$ cat config.mk
export PLATFORM = sky130hd
export DESIGN_NAME = pipe_ctrl_regs
export DESIGN_NICKNAME = d
export VERILOG_FILES = /design/src/rtl/pipe_ctrl_regs.sv
export SDC_FILE = /design/constraint.sdc
export NUM_CORES = 1
export LEC_CHECK = 0
export BUFFER_PORTS_ARGS = -buffer_cell sky130_fd_sc_hd__buf_2
export CELL_PAD_IN_SITES_DETAIL_PLACEMENT = 1
export CELL_PAD_IN_SITES_GLOBAL_PLACEMENT = 1
export CORE_MARGIN = 1.5
export CORE_UTILIZATION = 38
export CTS_BUF_LIST = sky130_fd_sc_hd__clkbuf_4
export DETAILED_ROUTE_END_ITERATION = 12
export PLACE_DENSITY = 0.89
export SYNTH_ARGS = -nofsm -noshare
export SYNTH_HDL_FRONTEND = slang
export SYNTH_SLANG_ARGS = --single-unit
$ cat constraint.sdc
create_clock -name clock -period 4.1 [get_ports clock]
set_input_delay 0.82 -clock clock [delete_from_list [all_inputs] [get_ports clock]]
set_output_delay 0.82 -clock clock [all_outputs]
set_load 0.02 [all_outputs]
$ cat src/rtl/pipe_ctrl_regs.sv
// Control-field pipeline registers (ID/EX, EX/MEM, MEM/WB) for the 5-stage CPU,
// with stall/flush bubble insertion and saturating performance counters.
module pipe_ctrl_regs #(
    parameter int CNT_W = 32
) (
    input  logic             clock,
    input  logic             reset,
    input  logic             wpcir,
    input  logic             flush,
    input  logic             dwreg,
    input  logic             dm2reg,
    input  logic             dwmem,
    input  logic             djal,
    input  logic [3:0]       daluc,
    input  logic             daluimm,
    input  logic             dshift,
    input  logic [4:0]       drn,
    output logic             dvalid,
    output logic             evalid,
    output logic             ewreg,
    output logic             em2reg,
    output logic             ewmem,
    output logic             ejal,
    output logic             eshift,
    output logic             ealuimm,
    output logic [3:0]       ealuc,
    output logic [4:0]       ern,
    output logic             mvalid,
    output logic             mwreg,
    output logic             mm2reg,
    output logic             mwmem,
    output logic [4:0]       mrn,
    output logic             wvalid,
    output logic             wwreg,
    output logic             wm2reg,
    output logic [4:0]       wrn,
    output logic [CNT_W-1:0] retired,
    output logic [CNT_W-1:0] stalls,
    output logic [CNT_W-1:0] flushes
);

    localparam logic [CNT_W-1:0] CNT_MAX = '1;
    localparam logic [CNT_W-1:0] CNT_ONE = {{(CNT_W-1){1'b0}}, 1'b1};

    function automatic logic [CNT_W-1:0] sat_inc(
        input logic [CNT_W-1:0] v,
        input logic             en
    );
        return (en && v != CNT_MAX) ? v + CNT_ONE : v;
    endfunction

    // An ID instruction advances into EX only when it is live and not stalled
    logic advance;
    assign advance = wpcir & dvalid;

    always_ff @(posedge clock or posedge reset) begin
        if (reset) begin
            dvalid  <= 1'b0;
            evalid  <= 1'b0;
            ewreg   <= 1'b0;
            em2reg  <= 1'b0;
            ewmem   <= 1'b0;
            ejal    <= 1'b0;
            eshift  <= 1'b0;
            ealuimm <= 1'b0;
            ealuc   <= 4'd0;
            ern     <= 5'd0;
            mvalid  <= 1'b0;
            mwreg   <= 1'b0;
            mm2reg  <= 1'b0;
            mwmem   <= 1'b0;
            mrn     <= 5'd0;
            wvalid  <= 1'b0;
            wwreg   <= 1'b0;
            wm2reg  <= 1'b0;
            wrn     <= 5'd0;
            retired <= '0;
            stalls  <= '0;
            flushes <= '0;
        end else begin
            if (wpcir) begin
                dvalid <= ~flush;
            end

            evalid  <= advance;
            ewreg   <= advance & dwreg;
            em2reg  <= advance & dm2reg;
            ewmem   <= advance & dwmem;
            ejal    <= advance & djal;
            eshift  <= advance & dshift;
            ealuimm <= advance & daluimm;
            ealuc   <= advance ? daluc : 4'd0;
            ern     <= advance ? drn : 5'd0;

            mvalid  <= evalid;
            mwreg   <= ewreg;
            mm2reg  <= em2reg;
            mwmem   <= ewmem;
            mrn     <= ern;

            wvalid  <= mvalid;
            wwreg   <= mwreg;
            wm2reg  <= mm2reg;
            wrn     <= mrn;

            retired <= sat_inc(retired, mvalid);
            stalls  <= sat_inc(stalls, ~wpcir);
            flushes <= sat_inc(flushes, wpcir & flush & dvalid);
        end
    end

endmodule

After elaboration in Yosys (flattened, before gate mapping)
Index checks and enable logic that the tools add are counted. Widths: inputs -> output; s select.

Reductions and logical operators: 3. Bitwise logic cells: 11. Eq/ne operators: 3. $add $sub $neg: 3. Muxes and demuxes: 2.

Operators with widths (number): $add 32x1->32 const B (3); $ne 32x32->1 const B (3); $and 1x1->1 (9); $mux 5 (1); $mux 4 (1); $logic_and 1x1->1 (3); $not 1->1 (2).

Register bits after elaboration: 130. Output and inout bits: 130. Input port bits: 19. Logic and storage cells: 44.

Longest topological paths before layout
Gate-level depths: netlist (run 1).

Depth after elaboration: 3. Gate-level depth with buffers: 7. Mapped depth without buffers: 6.

Worst setup path before layout (run 1)
Ideal clock, no wire load.

Path type: input-to-reg. Start: in wpcir. End: reg stalls[28]. Slack: 2000 ps. Arrival: 1970 ps. Library setup time: 131 ps. Stages: 5. Required time: 3969 ps. Path buffers: 1. Cell sequence: clkbuf_1 > nand2b_1 > nor4_1 > nand3_1 > xnor2_1.

Word-level cells in the longest chain between the ends: 2.

RTL lines: start, declared (RTL line 8) `input logic wpcir,`; $not 1->1 (RTL line 107) `stalls <= sat_inc(stalls, ~wpcir);`; $logic_and 1x1->1 (RTL line 49) `return (en && v != CNT_MAX) ? v + CNT_ONE : v;`; end signal, assigned (RTL line 107); end, declared (RTL line 38) `output logic [CNT_W-1:0] stalls,`.

No other way between the ends. A chain may end at the register's enable or synchronous reset.

Worst setup path in the final report (run 1)
Start: reg flushes[28]. End: reg flushes[1].

Word-level cells in the longest chain between the ends: 2.

RTL lines: start, declared (RTL line 39) `output logic [CNT_W-1:0] flushes`; start signal, assigned (RTL line 108) `flushes <= sat_inc(flushes, wpcir & flush & dvalid);`; $ne 32x32->1 (RTL line 49); $logic_and 1x1->1 (RTL line 49).

No other way between the ends.

==> metrics.md, run 1 <==
| Metric | Value |
|---|---|
| Most used cells in the layout excluding fill and tap cells | `buf_2, dfrtp_1, xnor2_1, and3_1` |
| IO Port Bufs | `148` |
| Netlist cell types | `43` |
| Rows | `43` |
| Slew HR | `0.4590` |
| Cts bufs inserted | `17` |
| Launch point of the worst path | `flushes[28]` |
| Final GP Congestion | `0.8484` |
| Drt first-iter violations | `224` |
| Async SR Flop Fraction | `1.000` |
| Post-CTS Hold Buffers | `0` |
| Antenna-violating nets left | `0` |
| Endpoint type of the worst setup path | `register` |
| EDFF count, synth | `0` |
| Yosys top cell area share | `0.5862` |
| Vias per std cell | `5.252` |
| Initial Util | `0.3952` |
| Power Dens Cells | `416.1 mW/mm²` |
| Core Area | `0.01404 mm²` |
| Syn_area_per_cell | `11.66 µm²` |
| Fin. max-slew vios | `0` |
| Ports | `149` |
| CP Class | `register to register` |
| Post-synthesis simple-gate area fraction | `0.2253` |
| Synthesized flop and latch total | `130` |
| First-pass GRT wire length | `23380 µm` |
| Synth warnings | `0` |
| Multi-input gate area | `0.002242 mm²` |
| Compound-Gate Fraction of Synth Area | `0.02751` |
| Synth Area in Adders | `0.006764` |
| DR vias | `4364` |
| Clk sinks | `130` |
| Skew final | `0.01915 ns` |
| Unrepaired setup endpoints after global routing | `false` |
| Initial antenna violation count | `0` |
| TNS Setup | `0 ns` |
| Share of layout cells above drive strength 1 | `0.2985` |
| CTS tree | `built` |
| Synthesis-to-finish area growth | `22.05%` |
| Overflow left after global routing | `0` |
| Synth Area in XOR/XNOR | `0.1357` |
| Number of global-route vias before repair | `4554` |
| GRT Overall Usage | `0.1977` |
| CP Launch Type | `register` |
| Dominant combinational cell family by area after synthesis | `simple AND/OR/NAND/NOR gates` |
| Fin nets | `659` |
| Sequential share of the synthesized area | `0.5862` |
| Die W | `123.8 µm` |
| Cts repair resizes | `0` |
| Clk pin slew, worst setup/hold paths | `0.11 ns` |
| Fin crit period | `2.365 ns` |
| Register area | `around 0.0033 mm²` |
| Start of the worst register-to-register path | `flushes[28]` |
| Yosys top cell by area | `dfrtp_1` |
| DP HPWL | `roughly 11000 µm` |
| Die Y | `about 120 µm` |
| Worst Hold Class | `primary input to asynchronous set/reset pin` |
| Worst-Margin Slew | `0.8041 ns` |
| Post-CTS Setup Inserts | `0` |
| DR DRC count | `0` |
| Drt first pass iters | `4` |
| Commonest non-fill, non-tap cell in the layout | `buf_2` |
| Finish-stage setup viols | `0` |
| Fraction of synthesized area in multiplexers | `0.008794` |
| CTS Buffer Depth | `2` |
| Die area | `0.01534 mm²` |
| Max-cap violations | `0` |
| Leakage | `3.587 nW` |
| CP required | `about 4.5 ns` |
| Top post-synthesis cells by area | `dfrtp_1, xnor2_1, xor2_1` |
| Routed wire per std cell | `between 15 and 20 µm` |
| Arrival @ worst endpoint | `between 2 and 3 ns` |
| Syn_nets | `498` |
| Max frequency | `422.8 MHz` |
| Post-synthesis cell count | `476` |
| Later-pin clock latency in the skew report | `0.52 ns` |
| H-tree depth | `4` |
| Crit Path Max Fanout | `10` |
| Main flop type after synthesis | `dfrtp_1` |
| Status | `completed` |
| Cell Area, Synth | `~0.0055 mm²` |
| Largest net degree at the start of global routing | `between 100 and 150` |
| Pre-CTS worst setup slack | `1.464 ns` |
| VDD IR max | `0.1842 mV` |
| CTS root buf | `clkbuf_4` |
| Fill cells | `1576` |
| Total Routed Length | `14320 µm` |
| Final period util | `0.5769` |
| Slack of the critical path | `~1.7 ns` |
| Fin. Hold Viols | `0` |
-- path summary, 6_finish.rpt --
path	slack [ns]	cells past startpoint	to
min	0.30	2	stalls[21]
max in group asynchronous	2.92	3	wrn[1]
max	1.73	5	flushes[1]
min reg2reg	0.38	0	mrn[1]
max reg2reg	1.73	5	flushes[1]
min in group clock	0.38	0	mrn[1]
-- flip-flops by register name, indices dropped and copies added, names as in the netlist, 4 cells and up --
name,count
mrn,5
stalls,32
ern,5
flushes,32
retired,32
wrn,5
ealuc,4
-- cells by family (layout without fill, tap and decap cells) --
group / count (synthesis) / after routing
adder cells (fa/ha/maj): 3 / 3
AND/OR/NAND/NOR: 221 / 221
AO/OA/AOI/OAI: 20 / 20
multiplexers: 4 / 4
flip-flops: 130 / 130
XOR/XNOR: 86 / 86
buffers and inverters: 12 / 186
other: 0 / 1
-- through the flow --
stage	cell area (µm²)	power, mW	util	hold WS (ns)	cells
detailed placement	6504	2.020	0.4632	0.3563	798
CTS	6770	2.860	0.4821	0.2442	830
global route	6770	2.970	0.4821	0.2648	830
global placement	6504	1.990	0.4632	0.3570	798
floorplan	5553	1.810	-	0.4936	476
finish	6773	2.818	0.4823	0.2985	831
-- synth_stat cells, types with 2 or more instances --
cell,number
nand4_1,30
xor2_1,35
clkbuf_1,5
ha_1,3
and4_1,15
xnor2_1,51
o211ai_2,2
nor3_1,17
and2_1,8
nor2_1,25
nand2_1,35
and3_1,37
a31oi_1,3
dfrtp_1,130
inv_1,5
or4_1,2
a21oi_1,5
nand3_1,33
nand4_2,2
o21ai_0,2
nor4_1,7
mux2_2,3
-- report_power, final --
group,total (mW),leakage [nW],internal [mW],switching [mW]
clock network,0.830,0.137,0.372,0.459
logic,0.476,1.70,0.173,0.303
registers,1.51,1.75,1.39,0.126
-- critical path, cell delays in order, from the launching register on --
cell     delay (ns)
dfrtp_1        0.47
nand4_1        0.20
nor4_1         0.64
nand4_2        0.38
nand2_1        0.23
mux2_2         0.35
-- final cells by class --
type,instances,area share
Clock inverter,12,0.01718
Inverter,5,0.003325
Sequential cell,130,0.4803
Multi-Input combinational cell,334,0.3311
Tap cell,180,0.03325
Clock buffer,20,0.02217
Timing Repair Buffer,149,0.1123
Antenna cell,1,0.0003695
-- metal layers --
metal	GRT usage	routed length (µm)	vias up
li1	-	-	2033
met5	0	0	-
met4	0.07615	252	0
met2	0.3242	6944	128
met1	0.2472	6226	2181
met3	0.05678	893	22
Power figures use the tool's default switching activity.
==> run 2: changes to the inputs <==
--- a/config.mk
+++ b/config.mk
@@ -5,14 +5,15 @@
 export SDC_FILE = /design/constraint.sdc
 export NUM_CORES = 1
 export LEC_CHECK = 0
+export ABC_AREA = 1
 export BUFFER_PORTS_ARGS = -buffer_cell sky130_fd_sc_hd__buf_2
 export CELL_PAD_IN_SITES_DETAIL_PLACEMENT = 1
 export CELL_PAD_IN_SITES_GLOBAL_PLACEMENT = 1
 export CORE_MARGIN = 1.5
-export CORE_UTILIZATION = 38
+export CORE_UTILIZATION = 40
 export CTS_BUF_LIST = sky130_fd_sc_hd__clkbuf_4
 export DETAILED_ROUTE_END_ITERATION = 12
-export PLACE_DENSITY = 0.89
+export PLACE_DENSITY = 0.93
 export SYNTH_ARGS = -nofsm -noshare
 export SYNTH_HDL_FRONTEND = slang
 export SYNTH_SLANG_ARGS = --single-unit
==> constraint.sdc (replaced) <==
create_clock -name clock -period 2.4 [get_ports clock]
set_input_delay 0.48 -clock clock [delete_from_list [all_inputs] [get_ports clock]]
set_output_delay 0.48 -clock clock [all_outputs]
set_load 0.02 [all_outputs]
==> run 2 against run 1 <==
Wire length rose by 61%; area after synthesis is 33% higher; final cell count increased by 77%; total power grew 68%; register-to-register slack got worse by 1.4 ns; hold slack lost 0.19 ns; non-clock buffer count up 6; cell area up 27%; worst setup slack worse by 1.4 ns; sequential power rose by 64%; critical path depth is 4 higher; critical endpoint is now flushes[19].
==> metrics.md, run 2 <==
| Metric | Value |
|---|---|
| CTS tree | `built` |
| Drt first pass iters | `4` |
| Delay-heaviest family, CP | `simple AND/OR/NAND/NOR gates` |
| Compound-Gate Fraction of Synth Area | `0.01259` |
| Initial antenna violation count | `1` |
| Top post-synthesis cells by area | `dfrtp_1, nand2_1, nor2_1` |
| Cts repair resizes | `0` |
| Met2 usage | `0.4218` |
| Unrepaired setup endpoints after global routing | `false` |
| Worst hold slack | `0.1063 ns` |
| Post-synthesis cell count | `1077` |
| Post-CTS Hold Buffers | `0` |
| EDFF count, synth | `0` |
| CP max-delay cell | `dfrtp_1` |
| Fin nets | `roughly 1300` |
| VDD IR max | `0.4772 mV` |
| Syn_area_per_cell | `slightly below 7 µm²` |
| Post-CTS Setup Inserts | `0` |
| Syn_nets | `between 1000 and 1500` |
| Critical Path Max Stage Delay | `0.44 ns` |
| Synth Area in XOR/XNOR | `0.03453` |
| Netlist cell types | `26` |
| Final period util | `0.8403` |
| Vias per std cell | `5.072` |
| Synthesis-to-finish area growth | `17.13%` |
| Top-count cell post-synth | `nand2_1` |
| Cts bufs inserted | `17` |
| Rows | `49` |
| Most used cells in the layout excluding fill and tap cells | `nand2_1, nor2_1, buf_2, dfrtp_1, inv_1` |
| Launch point of the worst path | `flushes[1]` |
| Overflow left after global routing | `0` |
| CTS root buf | `clkbuf_4` |
| Endpoint type of the worst setup path | `register` |
| DR DRC count | `0` |
| Post-synthesis simple-gate area fraction | `0.4353` |
| Share of layout cells above drive strength 1 | `0.1736` |
| CP most frequent cell | `nand2_1` |
| Commonest cells post-synth | `nand2_1, nor2_1, dfrtp_1, inv_1, nand3_1` |
| Synthesized flop and latch total | `130` |
| Largest regs | `flushes (32), retired (32), stalls (32)` |
| Die Y | `about 140 µm` |
| Layer with the highest usage | `met2` |
| Yosys top cell area share | `0.4423` |
| Crit path cell chain | `ha_1 > inv_1 > nor2_2 > nand2_2 > nor2_4 > nand3b_4 > nand2_4 > nand2_1 > nand2_1` |
| Fin. Hold Viols | `0` |
| Async SR Flop Fraction | `1.000` |
| Later-pin clock latency in the skew report | `0.56 ns` |
| Routed wire per std cell | `15.60 µm` |
| Core Area | `0.01802 mm²` |
| Number of global-route vias before repair | `7787` |
| Fin. max-slew vios | `0` |
| TNS Setup | `0 ns` |
| Skew final | `0.01544 ns` |
| Synth Area in Adders | `0.005103` |
| GR Layer Usage met1 | `0.3126` |
| Cell Area, Synth | `between 0.007 and 0.008 mm²` |
| CP Launch Type | `register` |
| Fraction of synthesized area in multiplexers | `0` |
| First-pass GRT wire length | `between 30000 and 40000 µm` |
| Ports | `around 150` |
| Main flop type after synthesis | `dfrtp_1` |
| GRT Overall Usage | `0.2481` |
| Largest net degree at the start of global routing | `roughly 130` |
| Sequential share of the synthesized area | `0.4423` |
| Total Routed Length | `22990 µm` |
| Synth warnings | `0` |
| Yosys top cell by area | `dfrtp_1` |
| Arrival @ worst endpoint | `2.51 ns` |
| Worst-Margin Slew | `0.7321 ns` |
| Initial Util | `0.4081` |
| DP HPWL | `between 15000 and 20000 µm` |
| Power Dens Cells | `548.6 mW/mm²` |
| Fill cells | `2450` |
| Fin crit period | `2.017 ns` |
| Dominant combinational cell family by area after synthesis | `simple AND/OR/NAND/NOR gates` |
| H-tree depth | `4` |
| Max-cap violations | `0` |
| IO Port Bufs | `148` |
| Die area | `approximately 0.019 mm²` |
| Drt first-iter violations | `336` |
| Final GP Congestion | `0.9112` |
| CP Class | `register to register` |
| Finish-stage setup viols | `0` |
| Met3 GRT Util | `0.04593` |
| Die W | `138.6 µm` |
| Max frequency | `495.8 MHz` |
| Leakage | `4.462 nW` |
| Post-DP Area | `about 0.0083 mm²` |
| Pre-CTS worst setup slack | `0.4198 ns` |
| Slew HR | `0.5119` |
| CTS Buffer Depth | `2` |
| Clk pin slew, worst setup/hold paths | `0.12 ns` |
| DR vias | `between 7000 and 8000` |
| CP bufs+invs | `1` |
| Slack of the critical path | `around 0.38 ns` |
| Worst Hold Class | `primary input to asynchronous set/reset pin` |
| Final non-filler cell area | `0.008616 mm²` |
| Start of the worst register-to-register path | `flushes[1]` |
| Crit Path Max Fanout | `30` |
| Commonest non-fill, non-tap cell in the layout | `nand2_1` |
| CP required | `2.90 ns` |
| Antenna-violating nets left | `0` |
| Status | `completed` |
| Fin util | `0.4780` |
| Clk sinks | `130` |
run 2: cell types whose count changed after synthesis, moves of 15 or more:
cell / previous run / this run
nor2_1: 25 / 164
inv_1: 5 / 99
and4_1: 15 / 0
nand3_1: 33 / 60
xnor2_1: 51 / 15
nor3_1: 17 / 2
xor2_1: 35 / 14
nand2_1: 35 / 489
and3_1: 37 / 0
run 2: worst register-to-register path: stages, from the launching register on:
cell and delay (ns):
dfrtp_1 0.44, ha_1 0.28, inv_1 0.09, nor2_2 0.19
nand2_2 0.11, nor2_4 0.21, nand3b_4 0.13, nand2_4 0.31
nand2_1 0.13, nand2_1 0.09
run 2: report_power, final:
group          internal, mW  total (mW)  switching [mW]
clock                 0.742        1.58           0.839
combinational         0.220       0.673           0.453
sequential             2.30        2.47           0.169
total                  3.27        4.73            1.46
run 2: final cells by class:
| cell class | instances | area, µm² | share of cell area |
|---|---|---|---|
| Timing Repair Buffer | 155 | 805.8 | 0.09352 |
| Clock buffer | 20 | 150.1 | 0.01743 |
| Inverter | 103 | 390.4 | 0.04531 |
| Tap cell | 229 | 286.5 | 0.03326 |
| Clock inverter | 10 | 137.6 | 0.01597 |
| Antenna cell | 1 | 2.502 | 0.0002904 |
| Sequential cell | 130 | 3253 | 0.3776 |
| Multi-Input combinational cell | 826 | 3590 | 0.4166 |
run 2: final timing paths:
path | end | slack (ns) | cells past startpoint
worst max-delay path | flushes[19] | 0.38 | 9
worst min-delay path | wrn[4] | 0.11 | 3
worst max register to register | flushes[19] | 0.38 | 9
worst min register to register | mvalid | 0.37 | 0
max in group asynchronous | evalid | 1.72 | 3
min in group clock | ealuimm | 0.12 | 3
run 2: cells by family after synthesis:
family                   after synthesis
flip-flops                           130
AO/OA/AOI/OAI                         18
XOR/XNOR                              29
adder cells (fa/ha/maj)                3
AND/OR/NAND/NOR                      776
buffers and inverters                121
run 2: per-layer routing:
| metal | vias to the layer above | share of wire | wire length (µm) |
|---|---|---|---|
| met1 | 3650 | 0.43 | 9989 |
| met3 | 50 | 0.045 | 1045 |
| met2 | 167 | 0.49 | 11250 |
| li1 | 3609 | - | - |
| met5 | - | 0 | 0 |
| met4 | 0 | 0.031 | 706 |
run 2: through the flow:
stage | std cells | power, mW
floorplan | 1077 | 2.925
global placement | 1443 | 3.162
detailed placement | 1443 | 3.196
CTS | 1473 | 4.793
global route | 1474 | 4.957
finish | 1474 | 4.726
==> run 3: changes to the inputs <==
==> constraint.sdc (replaced) <==
create_clock -name clock -period 2.05 [get_ports clock]
set_input_delay 0.41 -clock clock [delete_from_list [all_inputs] [get_ports clock]]
set_output_delay 0.41 -clock clock [all_outputs]
set_load 0.02 [all_outputs]
==> run 3 against run 2 <==
Non-clock buffer count rose by 24; total power grew 16%; final cell count increased by 1.8%; critical path type unchanged.
==> metrics.md, run 3 (synthesis results as in run 2) <==
| Metric | Value |
|---|---|
| H-tree depth | `4` |
| CP Launch Type | `register` |
| Post-DP Area | `0.008468 mm²` |
| Fin. Hold Viols | `0` |
| Rows | `49` |
| Hold depth | `3` |
| Multi-input gate area | `0.003598 mm²` |
| Worst reg-to-reg path cell count | `10` |
| Ports | `149` |
| First-pass GRT wire length | `40310 µm` |
| IO Port Bufs | `148` |
| HP Start | `daluc[0]` |
| Initial antenna violation count | `1` |
| Vias per std cell | `5.079` |
| Finish-stage setup viols | `0` |
| Power Dens Cells | `621.5 mW/mm²` |
| Fin crit period | `1.828 ns` |
| Slew HR | `0.5212` |
| Die W | `138.6 µm` |
| Later-pin clock latency in the skew report | `0.58 ns` |
| DR DRC count | `0` |
| Total Routed Length | `23790 µm` |
| Initial Util | `0.4081` |
| Clk sinks | `130` |
| Final period util | `0.8916` |
| Endpoint type of the worst setup path | `register` |
| Clk pin slew, worst setup/hold paths | `0.14 ns` |
| Max-cap violations | `0` |
| Overflow left after global routing | `0` |
| Pre-CTS worst setup slack | `0.2099 ns` |
| Tot Pwr | `5.464 mW` |
| Register area | `between 0.003 and 0.004 mm²` |
| Die Y | `138.6 µm` |
| Antenna-violating nets left | `0` |
| Routed wire per std cell | `15.86 µm` |
| Leakage | `4.569 nW` |
| Largest net degree at the start of global routing | `110` |
| Start of the worst register-to-register path | `retired[0]` |
| CP required | `2.53 ns` |
| Status | `completed` |
| CTS Buffer Depth | `2` |
| Layer with the highest usage | `met2` |
| Final GP Congestion | `0.9437` |
| TNS Setup | `0 ns` |
| GRT Overall Usage | `0.2602` |
| Arrival @ worst endpoint | `~2.3 ns` |
| DP HPWL | `18110 µm` |
| VDD IR max | `~0.43 mV` |
| Worst hold slack | `0.02914 ns` |
| GR Layer Usage met1 | `0.3250` |
| Core Area | `0.01802 mm²` |
| CTS root buf | `clkbuf_4` |
| Most used cells in the layout excluding fill and tap cells | `nand2_1, nor2_1, buf_2, dfrtp_1, inv_1` |
| Share of layout cells above drive strength 1 | `0.1866` |
| CP Class | `register to register` |
| Crit Path Max Fanout | `31` |
| Die area | `approximately 0.019 mm²` |
| Cts bufs inserted | `17` |
| Skew final | `0.02339 ns` |
| Final Non-Filler Cells | `1500` |
| Met3 GRT Util | `0.04834` |
| Commonest non-fill, non-tap cell in the layout | `nand2_1` |
| Drt first-iter violations | `428` |
| Unrepaired setup endpoints after global routing | `false` |
| Placed insts | `1462` |
| Fin. max-slew vios | `0` |
| Final non-filler cell area | `a little under 0.009 mm²` |
| Fin util | `0.4878` |
| Synthesis-to-finish area growth | `19.53%` |
| Max frequency | `547.1 MHz` |
| Worst-Margin Slew | `0.7165 ns` |
| Launch point of the worst path | `retired[0]` |
| Number of global-route vias before repair | `8035` |
| Largest regs | `flushes (32), retired (32), stalls (32)` |
| Fin nets | `1279` |
| Drt first pass iters | `5` |
| DR vias | `7619` |
| Worst Hold Class | `primary input to register` |
| Met2 usage | `0.4540` |
| Slack of the critical path | `around 0.22 ns` |
| Fill cells | `2442` |
| CTS tree | `built` |
[run 3: cell types whose count changed in the layout (fill, tap and decap cells not counted), sizes merged]
cell,previous run,this run
buf,155,175
clkinv,5,10
dlygate4sd3,0,4
clkbuf,20,17
bufinv,3,1
inv,102,104
[run 3: routing by layer]
metal / share of wire / vias up
li1: - / 3658
met1: 0.44 / 3744
met2: 0.50 / 170
met3: 0.040 / 47
met4: 0.024 / 0
met5: 0 / -
[run 3: worst max-delay path: stages, from the launching register on]
cell and delay, ns:
dfrtp_1 0.43, ha_1 0.25, nand2_1 0.10, nor2_2 0.06, nand2_1 0.12, nor2_1 0.08
nand2_2 0.10, buf_4 0.30, nand3_1 0.16, nand2_1 0.09, nand2_1 0.04
[run 3: worst paths after layout]
path | to | slack, ns
max | retired[23] | 0.22
min | ealuc[0] | 0.03
max reg2reg | retired[23] | 0.22
min reg2reg | mvalid | 0.37
max in group asynchronous | retired[12] | 1.02
min in group asynchronous | retired[6] | 0.46
[run 3: final cells by class]
type | instances | share of cell area
multi-input cells | 826 | 0.4093
inverters | 103 | 0.04440
well taps | 229 | 0.03259
repair buffers | 179 | 0.1133
flip-flops and latches | 130 | 0.3700
clock buffers | 17 | 0.01452
diodes | 1 | 0.0002846
clock inverters | 15 | 0.01565
[run 3: what timing repair did]
| item | in CTS | in global routing |
|---|---|---|
| hold buffers | 4 | 0 |
| setup buffers | 0 | 1 |
| hold endpoints to repair | 24 | 0 |
| gates resized for setup | 0 | 1 |
| endpoints found under the setup margin | 0 | 11 |
[run 3: power breakdown]
group | switching (mW) | internal (mW)
Combinational | 0.583 | 0.318
Clock | 1.08 | 0.609
Sequential | 0.177 | 2.70
